==> src/rtl/systolic_mac_array.sv <==
// ROWS x COLS output-stationary systolic array; PEs do modulo MAC, saturating MAC or max-plus.
// Optional build macro: SYSTOLIC_TROPICAL_EN (max-plus for mode 2; otherwise mode 2 is MOD).
module systolic_mac_array #(
   parameter int ROWS = 4,
   parameter int COLS = 4,
   parameter int W    = 8,
   parameter int KW   = 8,
   localparam int RW  = (ROWS > 1) ? $clog2(ROWS) : 1
) (
   input  logic               clk,
   input  logic               reset,
   input  logic               start,
   input  logic [1:0]         mode,
   input  logic [KW-1:0]      k_len,
   input  logic               in_valid,
   output logic               in_ready,
   input  logic [ROWS*W-1:0]  a_in,
   input  logic [COLS*W-1:0]  b_in,
   output logic               out_valid,
   input  logic               out_ready,
   output logic [COLS*W-1:0]  c_out,
   output logic [RW-1:0]      out_row,
   output logic               busy
);

   typedef enum logic [1:0] {S_IDLE, S_FEED, S_FLUSH, S_DRAIN} state_t;

   localparam int FLUSH_LEN = ROWS + COLS - 1;
   localparam int FW        = $clog2(FLUSH_LEN + 1);

   state_t          state_q, state_d;
   logic [1:0]      mode_q;
   logic [KW-1:0]   klen_q, beat_q;
   logic [FW-1:0]   flush_q;
   logic [RW-1:0]   row_q;
   logic            clr, adv, inj_tag;

   function automatic logic [W-1:0] pe_op(input logic [1:0] m, input logic [W-1:0] acc,
                                          input logic [W-1:0] a, input logic [W-1:0] b);
      logic [2*W-1:0] prod;
      logic [W:0]     sum;
      logic [W-1:0]   p;
      logic [W-1:0]   res;
      sum  = '0;
      p    = '0;
      prod = {{W{1'b0}}, a} * {{W{1'b0}}, b};
      case (m)
         2'd1: begin
            p   = (|prod[2*W-1:W]) ? '1 : prod[W-1:0];
            sum = {1'b0, acc} + {1'b0, p};
            res = sum[W] ? '1 : sum[W-1:0];
         end
`ifdef SYSTOLIC_TROPICAL_EN
         2'd2: begin
            sum = {1'b0, a} + {1'b0, b};
            p   = sum[W] ? '1 : sum[W-1:0];
            res = (p > acc) ? p : acc;
         end
`endif
         default: res = acc + prod[W-1:0];
      endcase
      return res;
   endfunction

   // NOTE: sequential state uses <= so every register samples pre-edge values.
   always_ff @(posedge clk) begin
      if (reset) state_q <= S_IDLE;
      else       state_q <= state_d;
   end

   // NOTE: outputs get defaults before the case so no path infers a latch.
   always_comb begin
      state_d   = state_q;
      in_ready  = 1'b0;
      out_valid = 1'b0;
      busy      = (state_q != S_IDLE);
      clr       = 1'b0;
      adv       = 1'b0;
      case (state_q)
         S_IDLE: if (start) begin
            clr     = 1'b1;
            state_d = (k_len == '0) ? S_FLUSH : S_FEED;
         end
         S_FEED: begin
            in_ready = 1'b1;
            adv      = in_valid;
            if (in_valid && beat_q == klen_q - KW'(1)) state_d = S_FLUSH;
         end
         S_FLUSH: begin
            adv = 1'b1;
            if (flush_q == FW'(FLUSH_LEN - 1)) state_d = S_DRAIN;
         end
         S_DRAIN: begin
            out_valid = 1'b1;
            if (out_ready && row_q == RW'(ROWS - 1)) state_d = S_IDLE;
         end
         default: state_d = S_IDLE;
      endcase
   end

   always_ff @(posedge clk) begin
      if (reset) begin
         mode_q  <= '0;
         klen_q  <= '0;
         beat_q  <= '0;
         flush_q <= '0;
         row_q   <= '0;
      end else begin
         if (clr) begin
            mode_q  <= mode;
            klen_q  <= k_len;
            beat_q  <= '0;
            flush_q <= '0;
            row_q   <= '0;
         end
         if (state_q == S_FEED && in_valid) beat_q <= beat_q + KW'(1);
         if (state_q == S_FLUSH) flush_q <= flush_q + FW'(1);
         if (out_valid && out_ready) row_q <= (row_q == RW'(ROWS - 1)) ? '0 : row_q + RW'(1);
      end
   end

   // Accepted beats enter tagged valid; flush cycles push zero-data bubbles.
   assign inj_tag = (state_q == S_FEED);

   logic [W-1:0] a_edge [ROWS];
   logic         ta_edge [ROWS];
   logic [W-1:0] b_edge [COLS];
   logic         tb_edge [COLS];

   for (genvar r = 0; r < ROWS; r++) begin : g_a_skew
      logic [W-1:0] a_src;
      assign a_src = inj_tag ? a_in[r*W +: W] : '0;
      if (r == 0) begin : g_direct
         assign a_edge[r]  = a_src;
         assign ta_edge[r] = inj_tag;
      end else begin : g_delay
         logic [W-1:0] d_q [r];
         logic         t_q [r];
         // NOTE: pipeline regs are reset too: their valid tags must start as bubbles.
         always_ff @(posedge clk) begin
            if (reset || clr) begin
               for (int i = 0; i < r; i++) begin
                  d_q[i] <= '0;
                  t_q[i] <= 1'b0;
               end
            end else if (adv) begin
               d_q[0] <= a_src;
               t_q[0] <= inj_tag;
               for (int i = 1; i < r; i++) begin
                  d_q[i] <= d_q[i-1];
                  t_q[i] <= t_q[i-1];
               end
            end
         end
         assign a_edge[r]  = d_q[r-1];
         assign ta_edge[r] = t_q[r-1];
      end
   end

   for (genvar c = 0; c < COLS; c++) begin : g_b_skew
      logic [W-1:0] b_src;
      assign b_src = inj_tag ? b_in[c*W +: W] : '0;
      if (c == 0) begin : g_direct
         assign b_edge[c]  = b_src;
         assign tb_edge[c] = inj_tag;
      end else begin : g_delay
         logic [W-1:0] d_q [c];
         logic         t_q [c];
         always_ff @(posedge clk) begin
            if (reset || clr) begin
               for (int i = 0; i < c; i++) begin
                  d_q[i] <= '0;
                  t_q[i] <= 1'b0;
               end
            end else if (adv) begin
               d_q[0] <= b_src;
               t_q[0] <= inj_tag;
               for (int i = 1; i < c; i++) begin
                  d_q[i] <= d_q[i-1];
                  t_q[i] <= t_q[i-1];
               end
            end
         end
         assign b_edge[c]  = d_q[c-1];
         assign tb_edge[c] = t_q[c-1];
      end
   end

   logic [W-1:0] a_q [ROWS][COLS];
   logic [W-1:0] b_q [ROWS][COLS];
   logic [W-1:0] acc_q [ROWS][COLS];
   logic         ta_q [ROWS][COLS];
   logic         tb_q [ROWS][COLS];

   for (genvar r = 0; r < ROWS; r++) begin : g_row
      for (genvar c = 0; c < COLS; c++) begin : g_pe
         logic [W-1:0] a_l, b_t, a_r, b_r, acc_r;
         logic         ta_l, tb_t, ta_r, tb_r;
         if (c == 0) begin : g_l_edge
            assign a_l  = a_edge[r];
            assign ta_l = ta_edge[r];
         end else begin : g_l_pe
            assign a_l  = a_q[r][c-1];
            assign ta_l = ta_q[r][c-1];
         end
         if (r == 0) begin : g_t_edge
            assign b_t  = b_edge[c];
            assign tb_t = tb_edge[c];
         end else begin : g_t_pe
            assign b_t  = b_q[r-1][c];
            assign tb_t = tb_q[r-1][c];
         end
         always_ff @(posedge clk) begin
            if (reset) begin
               a_r   <= '0;
               b_r   <= '0;
               ta_r  <= 1'b0;
               tb_r  <= 1'b0;
               acc_r <= '0;
            end else if (clr) begin
               ta_r  <= 1'b0;
               tb_r  <= 1'b0;
               acc_r <= '0;
            end else if (adv) begin
               a_r  <= a_l;
               b_r  <= b_t;
               ta_r <= ta_l;
               tb_r <= tb_t;
               if (ta_l && tb_t) acc_r <= pe_op(mode_q, acc_r, a_l, b_t);
            end
         end
         assign a_q[r][c]   = a_r;
         assign b_q[r][c]   = b_r;
         assign ta_q[r][c]  = ta_r;
         assign tb_q[r][c]  = tb_r;
         assign acc_q[r][c] = acc_r;
      end
   end

   always_comb begin
      c_out = '0;
      if (out_valid)
         for (int c = 0; c < COLS; c++) c_out[c*W +: W] = acc_q[row_q][c];
   end

   assign out_row = row_q;

endmodule
==> config.mk <==
export PLATFORM = sky130hd
export DESIGN_NAME = systolic_mac_array
export DESIGN_NICKNAME = d
export VERILOG_FILES = /design/src/rtl/systolic_mac_array.sv
export SDC_FILE = /design/constraint.sdc
export NUM_CORES = 2
export LEC_CHECK = 0
export ABC_AREA = 1
export CAP_MARGIN = 10
export CELL_PAD_IN_SITES_DETAIL_PLACEMENT = 2
export CELL_PAD_IN_SITES_GLOBAL_PLACEMENT = 2
export CORE_MARGIN = 1.5
export CORE_UTILIZATION = 34
export DETAILED_ROUTE_END_ITERATION = 10
export PLACE_DENSITY = 0.87
export SLEW_MARGIN = 30
export SYNTH_ARGS = -nofsm -noshare
export SYNTH_HDL_FRONTEND = slang
export SYNTH_SLANG_ARGS = --single-unit
==> constraint.sdc <==
create_clock -name clk -period 5.9 [get_ports clk]
set_input_delay 1.18 -clock clk [delete_from_list [all_inputs] [get_ports clk]]
set_output_delay 1.18 -clock clk [all_outputs]
set_load 0.01 [all_outputs]
==> results of run 1 <==
-- what timing repair did --
action / in CTS
setup buffers: 221
gates cloned: 3
endpoints found under the setup margin: 128
hold endpoints to repair: 0
resized for setup: 1690
pin swaps: 425
-- Yosys cell counts (all sizes together), types with 27 or more instances --
cell type | count | area, um^2
inv | 2119 | 7950
a31oi | 45 | 282
o21ai | 487 | 2440
a21o | 31 | 233
a21oi | 461 | 2320
xor2 | 139 | 1220
o211ai | 52 | 390
nand3b | 66 | 495
nand3 | 469 | 2350
nand4 | 115 | 719
clkbuf | 334 | 1250
edfxtp | 100 | 3000
buf | 79 | 385
fa | 608 | 12200
ha | 826 | 10300
xnor2 | 82 | 718
dfxtp | 357 | 7150
o21bai | 27 | 203
nor3 | 33 | 225
nand2 | 2221 | 8340
nor2 | 986 | 3770
-- routing by layer --
metal / GRT usage [%] / overflow
met1: 82.6 / 75
met2: 96.5 / 780
met3: 74.8 / 95
met4: 84.9 / 560
met5: 51.4 / 22
-- metrics by stage --
| step | area [um^2] | utilization [%] | setup slack (ns) |
|---|---|---|---|
| 3_3_place_gp | 75100 | 38.6 | -1.03 |
| 2_1_floorplan | 66500 | - | 0.00142 |
| 4_1_cts | 85200 | 43.8 | -0.410 |
| 3_5_place_dp | 75100 | 38.6 | -1.61 |
-- logic make-up after synthesis --
group	Yosys count	synth area share, %
and+or+nand+nor	3925	24.3
adders and majority gates	1434	33.9
AOI/OAI and AO/OA	1136	9.18
DFF	457	15.3
xor gates and xnor gates	221	2.91
buffers and inverters	2535	14.5
==> impl_metrics.env, run 1 <==
export IMPL_worstEndpointType="register input"
export IMPL_port_buffer_count=115
export IMPL_floorplan_die_width_um=445
export IMPL_height_of_the_die_um=445
export IMPL_cts_sinks=457
export IMPL_gr_total_overflow=1532
export IMPL_syn_mean_instance_area_um2=6.84
export IMPL_outcome="stopped before the end"
export IMPL_std_cell_rows=162
export IMPL_holdBufCountCts=0
export IMPL_gp_routability_congestion=0.881
export IMPL_synth_edf_count=100
export IMPL_syn_num_nets=11221
export IMPL_cts_path_max_buffers=3
export IMPL_worstEndpointGrtRepair="g_row[2].g_pe[2].acc_r[4]$_SDFFE_PP0P_/D"
export IMPL_number_of_instances_in_the_synthesized_netlist=9708
export IMPL_cts_htree_levels=3
export IMPL_hpwl_um=272000
export IMPL_placedCellCount=12712
export IMPL_asyncSetResetFlopFracSynth_pct=0
export IMPL_grt_max_degree=135
export IMPL_failed_stage="5_1_grt"
export IMPL_floorplan_io_pins=116
export IMPL_seq_area_frac_synth_pct=15.3
export IMPL_floorplan_initialDensity_pct=34.1
export IMPL_cts_buffers_inserted=67
export IMPL_toolErrorMsg="[ERROR GRT-0232] Routing congestion too high. Check the congestion heatmap in the GUI."
export IMPL_synth_cell_type_count=42
export IMPL_ys_seq_elements=457
export IMPL_synth_top_flop_cell="dfxtp_1"
export IMPL_cts_root_buf="clkbuf_16"
export IMPL_synthesis_yosys_warnings=0
export IMPL_globalRouteTotalUtil_pct=84.3
export IMPL_mappedNetlistArea_um2=66400
==> run 2, diff against run 1 <==
--- a/config.mk
+++ b/config.mk
@@ -7,12 +7,10 @@
 export LEC_CHECK = 0
 export ABC_AREA = 1
 export CAP_MARGIN = 10
-export CELL_PAD_IN_SITES_DETAIL_PLACEMENT = 2
-export CELL_PAD_IN_SITES_GLOBAL_PLACEMENT = 2
 export CORE_MARGIN = 1.5
-export CORE_UTILIZATION = 34
+export CORE_UTILIZATION = 35
 export DETAILED_ROUTE_END_ITERATION = 10
-export PLACE_DENSITY = 0.87
+export PLACE_DENSITY_LB_ADDON = 0.15
 export SLEW_MARGIN = 30
 export SYNTH_ARGS = -nofsm -noshare
 export SYNTH_HDL_FRONTEND = slang
==> constraint.sdc (replaced) <==
create_clock -name clk -period 7.7 [get_ports clk]
set_input_delay 1.54 -clock clk [delete_from_list [all_inputs] [get_ports clk]]
set_output_delay 1.54 -clock clk [all_outputs]
set_load 0.01 [all_outputs]
==> impl_metrics.env, run 2 <==
export IMPL_outcome="finished, final reports clean"
export IMPL_worst_r2r_startpoint="state_q[1]"
export IMPL_hpwl_um=160000
export IMPL_syn_num_nets=11221
export IMPL_largest_register="g_row.g_pe.acc_r"
export IMPL_seq_area_frac_synth_pct=15.3
export IMPL_holdBufCountCts=0
export IMPL_fin_ws_ns=0.788
export IMPL_synthesis_yosys_warnings=0
export IMPL_grt_max_degree=195
export IMPL_finish_cell_count_without_fillers=12091
export IMPL_floorplan_die_width_um=439
export IMPL_yosysTopAreaCellShare_pct=18.3
export IMPL_leakage_nw=42.0
export IMPL_setup_total_negative_slack_ns=0
export IMPL_fmax_mhz=145
export IMPL_number_of_instances_in_the_synthesized_netlist=9708
export IMPL_fp_coreArea_um2=188000
export IMPL_post_route_antenna_net_violation_count=0
export IMPL_mappedNetlistArea_um2=66400
export IMPL_nets=11061
export IMPL_worst_skew_pair_latency_ns=0.71
export IMPL_detail_route_first_pass_iterations=6
export IMPL_clock_period_minus_final_worst_setup_slack_ns=6.91
export IMPL_wl_um=201000
export IMPL_number_of_antenna_violations_at_the_first_check_in_global_routing=4
export IMPL_gp_routability_congestion=0.881
export IMPL_syn_mean_instance_area_um2=6.84
export IMPL_worstSetupStartpoint="b_in[3]"
export IMPL_ys_seq_elements=457
export IMPL_mostFrequentLayoutCell="nand2_1"
export IMPL_post_route_cells_drive_above_1_share_pct=2.58
export IMPL_design_die_area_um2=192000
export IMPL_clock_skew_final_ns=0.0333
export IMPL_critical_path_s_largest_stage_delay_ns=0.58
export IMPL_hold_start="flush_q[1]"
export IMPL_viasPerCell=4.86
export IMPL_dpl_worst_slack_ns=0.0774
export IMPL_port_buffer_count=115
export IMPL_drtIter0Drc=3201
export IMPL_max_cap_check_violation_count=0
export IMPL_area_growth_syn_to_layout_pct=7.99
export IMPL_asyncSetResetFlopFracSynth_pct=0
export IMPL_timing_final_max_slew_violations=0
export IMPL_synthDominantAreaCellType="fa_1"
export IMPL_commonest_cells_after_routing_fill_and_taps_aside="nand2_1, inv_1, nor2_1, ha_1, fa_1"
export IMPL_placedCellCount=11980
export IMPL_tightest_slew_ns=0.988
export IMPL_cts_tree="built"
export IMPL_grt_first_pass_wirelength_um=323000
export IMPL_max_slew_margin_rel_pct=33.7
export IMPL_synth_cell_type_count=42
export IMPL_post_drt_wl_per_cell_um=16.6
export IMPL_postCtsResizedCells=0
export IMPL_fin_crit_sh_pct=89.8
export IMPL_ys_top_cells_by_count="nand2_1, inv_1, nor2_1"
export IMPL_cts_htree_levels=2
export IMPL_synth_top_flop_cell="dfxtp_1"
export IMPL_worst_setup_path_start_kind="input port"
export IMPL_path_clk_slew_ns=0.06
export IMPL_std_cell_rows=159
export IMPL_ir_drop_mv=0.174
export IMPL_power_density_nw_per_um2=204
export IMPL_worstSetupPathType="in2reg"
export IMPL_final_setup_viol_count=0
export IMPL_synth_edf_count=100
export IMPL_first_global_vias=58958
export IMPL_worst_path_max_delay_cell="fa_1"
export IMPL_drc=0
export IMPL_design_power_total_mw=14.6
export IMPL_critical_path_top_cell_by_count="nand2_1"
export IMPL_globalRouteTotalUtil_pct=20.9
export IMPL_ys_top_cells_by_area="fa_1, ha_1, nand2_1"
export IMPL_gr_total_overflow=0
export IMPL_height_of_the_die_um=439
export IMPL_yosysMostFrequentCell="nand2_1"
export IMPL_hold_path_class="reg2reg"
export IMPL_floorplan_io_pins=116
export IMPL_routed_via_count=58716
export IMPL_cts_sinks=457
export IMPL_worst_ep_required_time_ns=8.31
export IMPL_cts_buffers_inserted=60
export IMPL_worst_path_max_fanout=9
export IMPL_critPathCaptureType="register"
export IMPL_cts_setup_buffers=0
export IMPL_arr_time_crit_path_ns=7.52
export IMPL_floorplan_initialDensity_pct=35.3
export IMPL_grt_setup_unrepaired="false"
export IMPL_cts_root_buf="clkbuf_16"
export IMPL_cts_path_max_buffers=3
export IMPL_flip_flop_count_of_the_largest_register_after_layout=128
export IMPL_hold_viol_final=0
export IMPL_largestRegisters="g_row.g_pe.acc_r x128, g_row.g_pe.a_r x96, g_row.g_pe.b_r x96"
[run 2: cell counts after synthesis]
Identical to the previous run, type by type.
[run 2: layout make-up]
type | count | area [um^2]
Sequential cell | 457 | 10200
Antenna cell | 1 | 2.50
Fill cell | 20309 | 116000
Inverter | 2122 | 7980
Timing Repair Buffer | 191 | 1750
Clock buffer | 79 | 1710
Tap cell | 2495 | 3120
Multi-Input combinational cell | 6716 | 46700
Clock inverter | 30 | 303
[run 2: stage by stage]
step / util, % / area, um^2 / hold slack [ns]
final: 38.1 / 71700 / 0.488
after global routing: 38.1 / 71700 / 0.512
after CTS: 38.1 / 71700 / 0.492
after detailed placement: 37.0 / 69700 / 0.483
after global placement: 37.0 / 69700 / 0.477
after floorplan: - / 66400 / 0.431
[run 2: worst paths after layout]
check,slack [ns],endpoint,depth (start not counted)
max,0.79,g_row[0].g_pe[0].acc_r[1],30
min,0.49,flush_q[1],2
max reg2reg,1.00,g_row[0].g_pe[0].acc_r[1],31
min reg2reg,0.49,flush_q[1],2
[run 2: worst max-delay path: cells and delay by family]
| family | cells | cell delay, ns |
|---|---|---|
| fa+ha+maj | 7 | 2.90 |
| xor+xnor | 1 | 0.18 |
| simple gates | 12 | 1.19 |
| buf+inv | 6 | 0.97 |
| compound gates | 4 | 0.74 |
[run 2: routing by layer]
metal | track usage [%] | share of wire [%]
met1 | 27.3 | 46
met2 | 36.6 | 48
met3 | 1.66 | 3.2
met4 | 6.38 | 3.2
met5 | 0 | 0
[run 2: logic make-up (layout without fill, tap and decap cells)]
family / Yosys count / count (layout) / share of synthesized area (%)
AOI/OAI and AO/OA: 1136 / 1136 / 9.18
DFF: 457 / 457 / 15.3
and+or+nand+nor: 3925 / 3925 / 24.3
other: 0 / 1 / 0
xor gates and xnor gates: 221 / 221 / 2.91
buffers and inverters: 2535 / 2422 / 14.5
adders and majority gates: 1434 / 1434 / 33.9
[run 2: power breakdown]
part | switching (mW) | internal, mW
sequential | 1.24 | 2.92
combinational | 4.81 | 2.71
clock | 1.23 | 1.71
total | 7.27 | 7.34
Power figures use the tool's default switching activity.
==> RTL edit, RTL diff (flow settings as in run 2) <==
`ROWS`: 4 -> 2.
--- a/src/rtl/systolic_mac_array.sv
+++ b/src/rtl/systolic_mac_array.sv
@@ -1,7 +1,7 @@
 // ROWS x COLS output-stationary systolic array; PEs do modulo MAC, saturating MAC or max-plus.
 // Optional build macro: SYSTOLIC_TROPICAL_EN (max-plus for mode 2; otherwise mode 2 is MOD).
 module systolic_mac_array #(
-   parameter int ROWS = 4,
+   parameter int ROWS = 2,
    parameter int COLS = 4,
    parameter int W    = 8,
    parameter int KW   = 8,
Ports: changed (resized a_in and out_row); port bits go from 116 to 99. The function was not compared with the original's and may differ.
==> RTL edit against run 2 <==
- sequential cell count shrank 221
- utilization increased by 0.47 points
- area after synthesis down 49%
- total power is 44% lower
- count of clock-buffer cells in the layout shrank 31
- via count decreased by 49%
- design area decreased by 48%
- sequential share of layout area rose by 0.16 points
- setup slack worse by 39 ps
- routed wire length fell by 53%
- critical path type unchanged
- highest routed layer unchanged
==> RTL edit: results (changes against run 2) <==
INFO  metric synthAdderAreaFrac = 33.3% (-0.56 points)
INFO  metric critical_path.endpoint = g_row[0].g_pe[0].acc_r[3]
INFO  metric wl_met3 = 3.76 mm (-42%)
INFO  metric fin_worst_hold_slack = 486 ps (-1.92 ps)
INFO  metric detailed_place_hpwl = 75.0 mm (-53%)
INFO  metric number_of_unique_standard_cell_types_used_by_synthesis = 48 (+14%)
INFO  metric grt_pass1_wl = 155 mm (-52%)
INFO  metric number_of_antenna_violations_at_the_first_check_in_global_routing = 2 (-2)
INFO  metric met2RoutedLength = 42.9 mm (-55%)
INFO  metric crit_arrival = 7460 ps (-60 ps)
INFO  metric post-route-period-util = 90.3% (+0.51 points)
INFO  metric route.layer.met1.wl = 45.5 mm (-50%)
INFO  metric fillers = 10500 (-48%)
INFO  metric initialDrtViolationCount = 1617 (-49%)
INFO  metric wl_per_cell = 15.2 microns (-8.6%)
INFO  metric synth-edff-count = 60 (-40%)
INFO  metric ir_drop = 0.199 mV (+14%)
INFO  metric design.final.nets = 5708 (-48%)
INFO  metric met2_usage = 32.3% (-4.4 points)
INFO  metric synth_compound_area_share = 8.88% (-0.31 points)
INFO  metric synth_area_per_cell = 6.87 sq um (+0.35%)
INFO  metric placed_area = 36000 sq um (-48%)
INFO  metric grt_usage = 19.4% (-1.5 points)
INFO  metric largest_registers = g_row.g_pe.acc_r: 64 flops, g_b_skew.g_delay.d_q: 48 flops, g_row.g_pe.a_r: 48 flops
INFO  metric outcome = completed
INFO  metric synth_commonest_cells = 1126 x sky130_fd_sc_hd__nand2_1, 1085 x sky130_fd_sc_hd__inv_1, 467 x sky130_fd_sc_hd__nor2_1, 417 x sky130_fd_sc_hd__ha_1, 304 x sky130_fd_sc_hd__fa_1
INFO  metric post_synthesis_share_of_cell_area_spent_on_xor_and_xnor_gates = 2.70% (-0.21 points)
-- RTL edit: changes by cell type after synthesis, moves of 40 or more --
| cell | before | now |
|---|---|---|
| sky130_fd_sc_hd__dfxtp_1 | 357 | 176 |
| sky130_fd_sc_hd__xnor2_1 | 82 | 37 |
| sky130_fd_sc_hd__nor2_1 | 957 | 467 |
| sky130_fd_sc_hd__nand3b_1 | 66 | 23 |
| sky130_fd_sc_hd__a21oi_1 | 458 | 230 |
| sky130_fd_sc_hd__clkbuf_1 | 334 | 162 |
| sky130_fd_sc_hd__o21ai_0 | 479 | 232 |
| sky130_fd_sc_hd__edfxtp_1 | 100 | 60 |
| sky130_fd_sc_hd__inv_1 | 2110 | 1085 |
| sky130_fd_sc_hd__nand2_1 | 2220 | 1126 |
| sky130_fd_sc_hd__nand3_1 | 469 | 265 |
| sky130_fd_sc_hd__xor2_1 | 139 | 65 |
| sky130_fd_sc_hd__ha_1 | 826 | 417 |
| sky130_fd_sc_hd__fa_1 | 608 | 304 |
-- RTL edit: area by class of cell --
cell class | count | share of cell area, %
clock inverter | 17 | 0.538
inverter | 1099 | 11.1
multi-input combinational | 3421 | 63.8
antenna | 1 | 0.00673
sequential | 236 | 14.3
tap | 1276 | 4.29
timing repair buffer | 130 | 3.29
clock buffer | 48 | 2.62
-- RTL edit: worst max-delay path: cells and delay by family --
family                     cells  cell delay, ps
adders and majority gates      7            2900
and+or+nand+nor               12            1180
buffers and inverters          7            1120
AOI/OAI and AO/OA              4             750
-- RTL edit: power by group --
group / switching [mW] / internal (mW)
clock: 0.694 / 1.00
sequential: 0.523 / 1.52
combinational: 2.81 / 1.60
-- RTL edit: cell families after synthesis --
family | after synthesis
fa+ha+maj | 721
xor+xnor | 103
simple gates | 2038
buf+inv | 1283
flops | 236
compound gates | 559
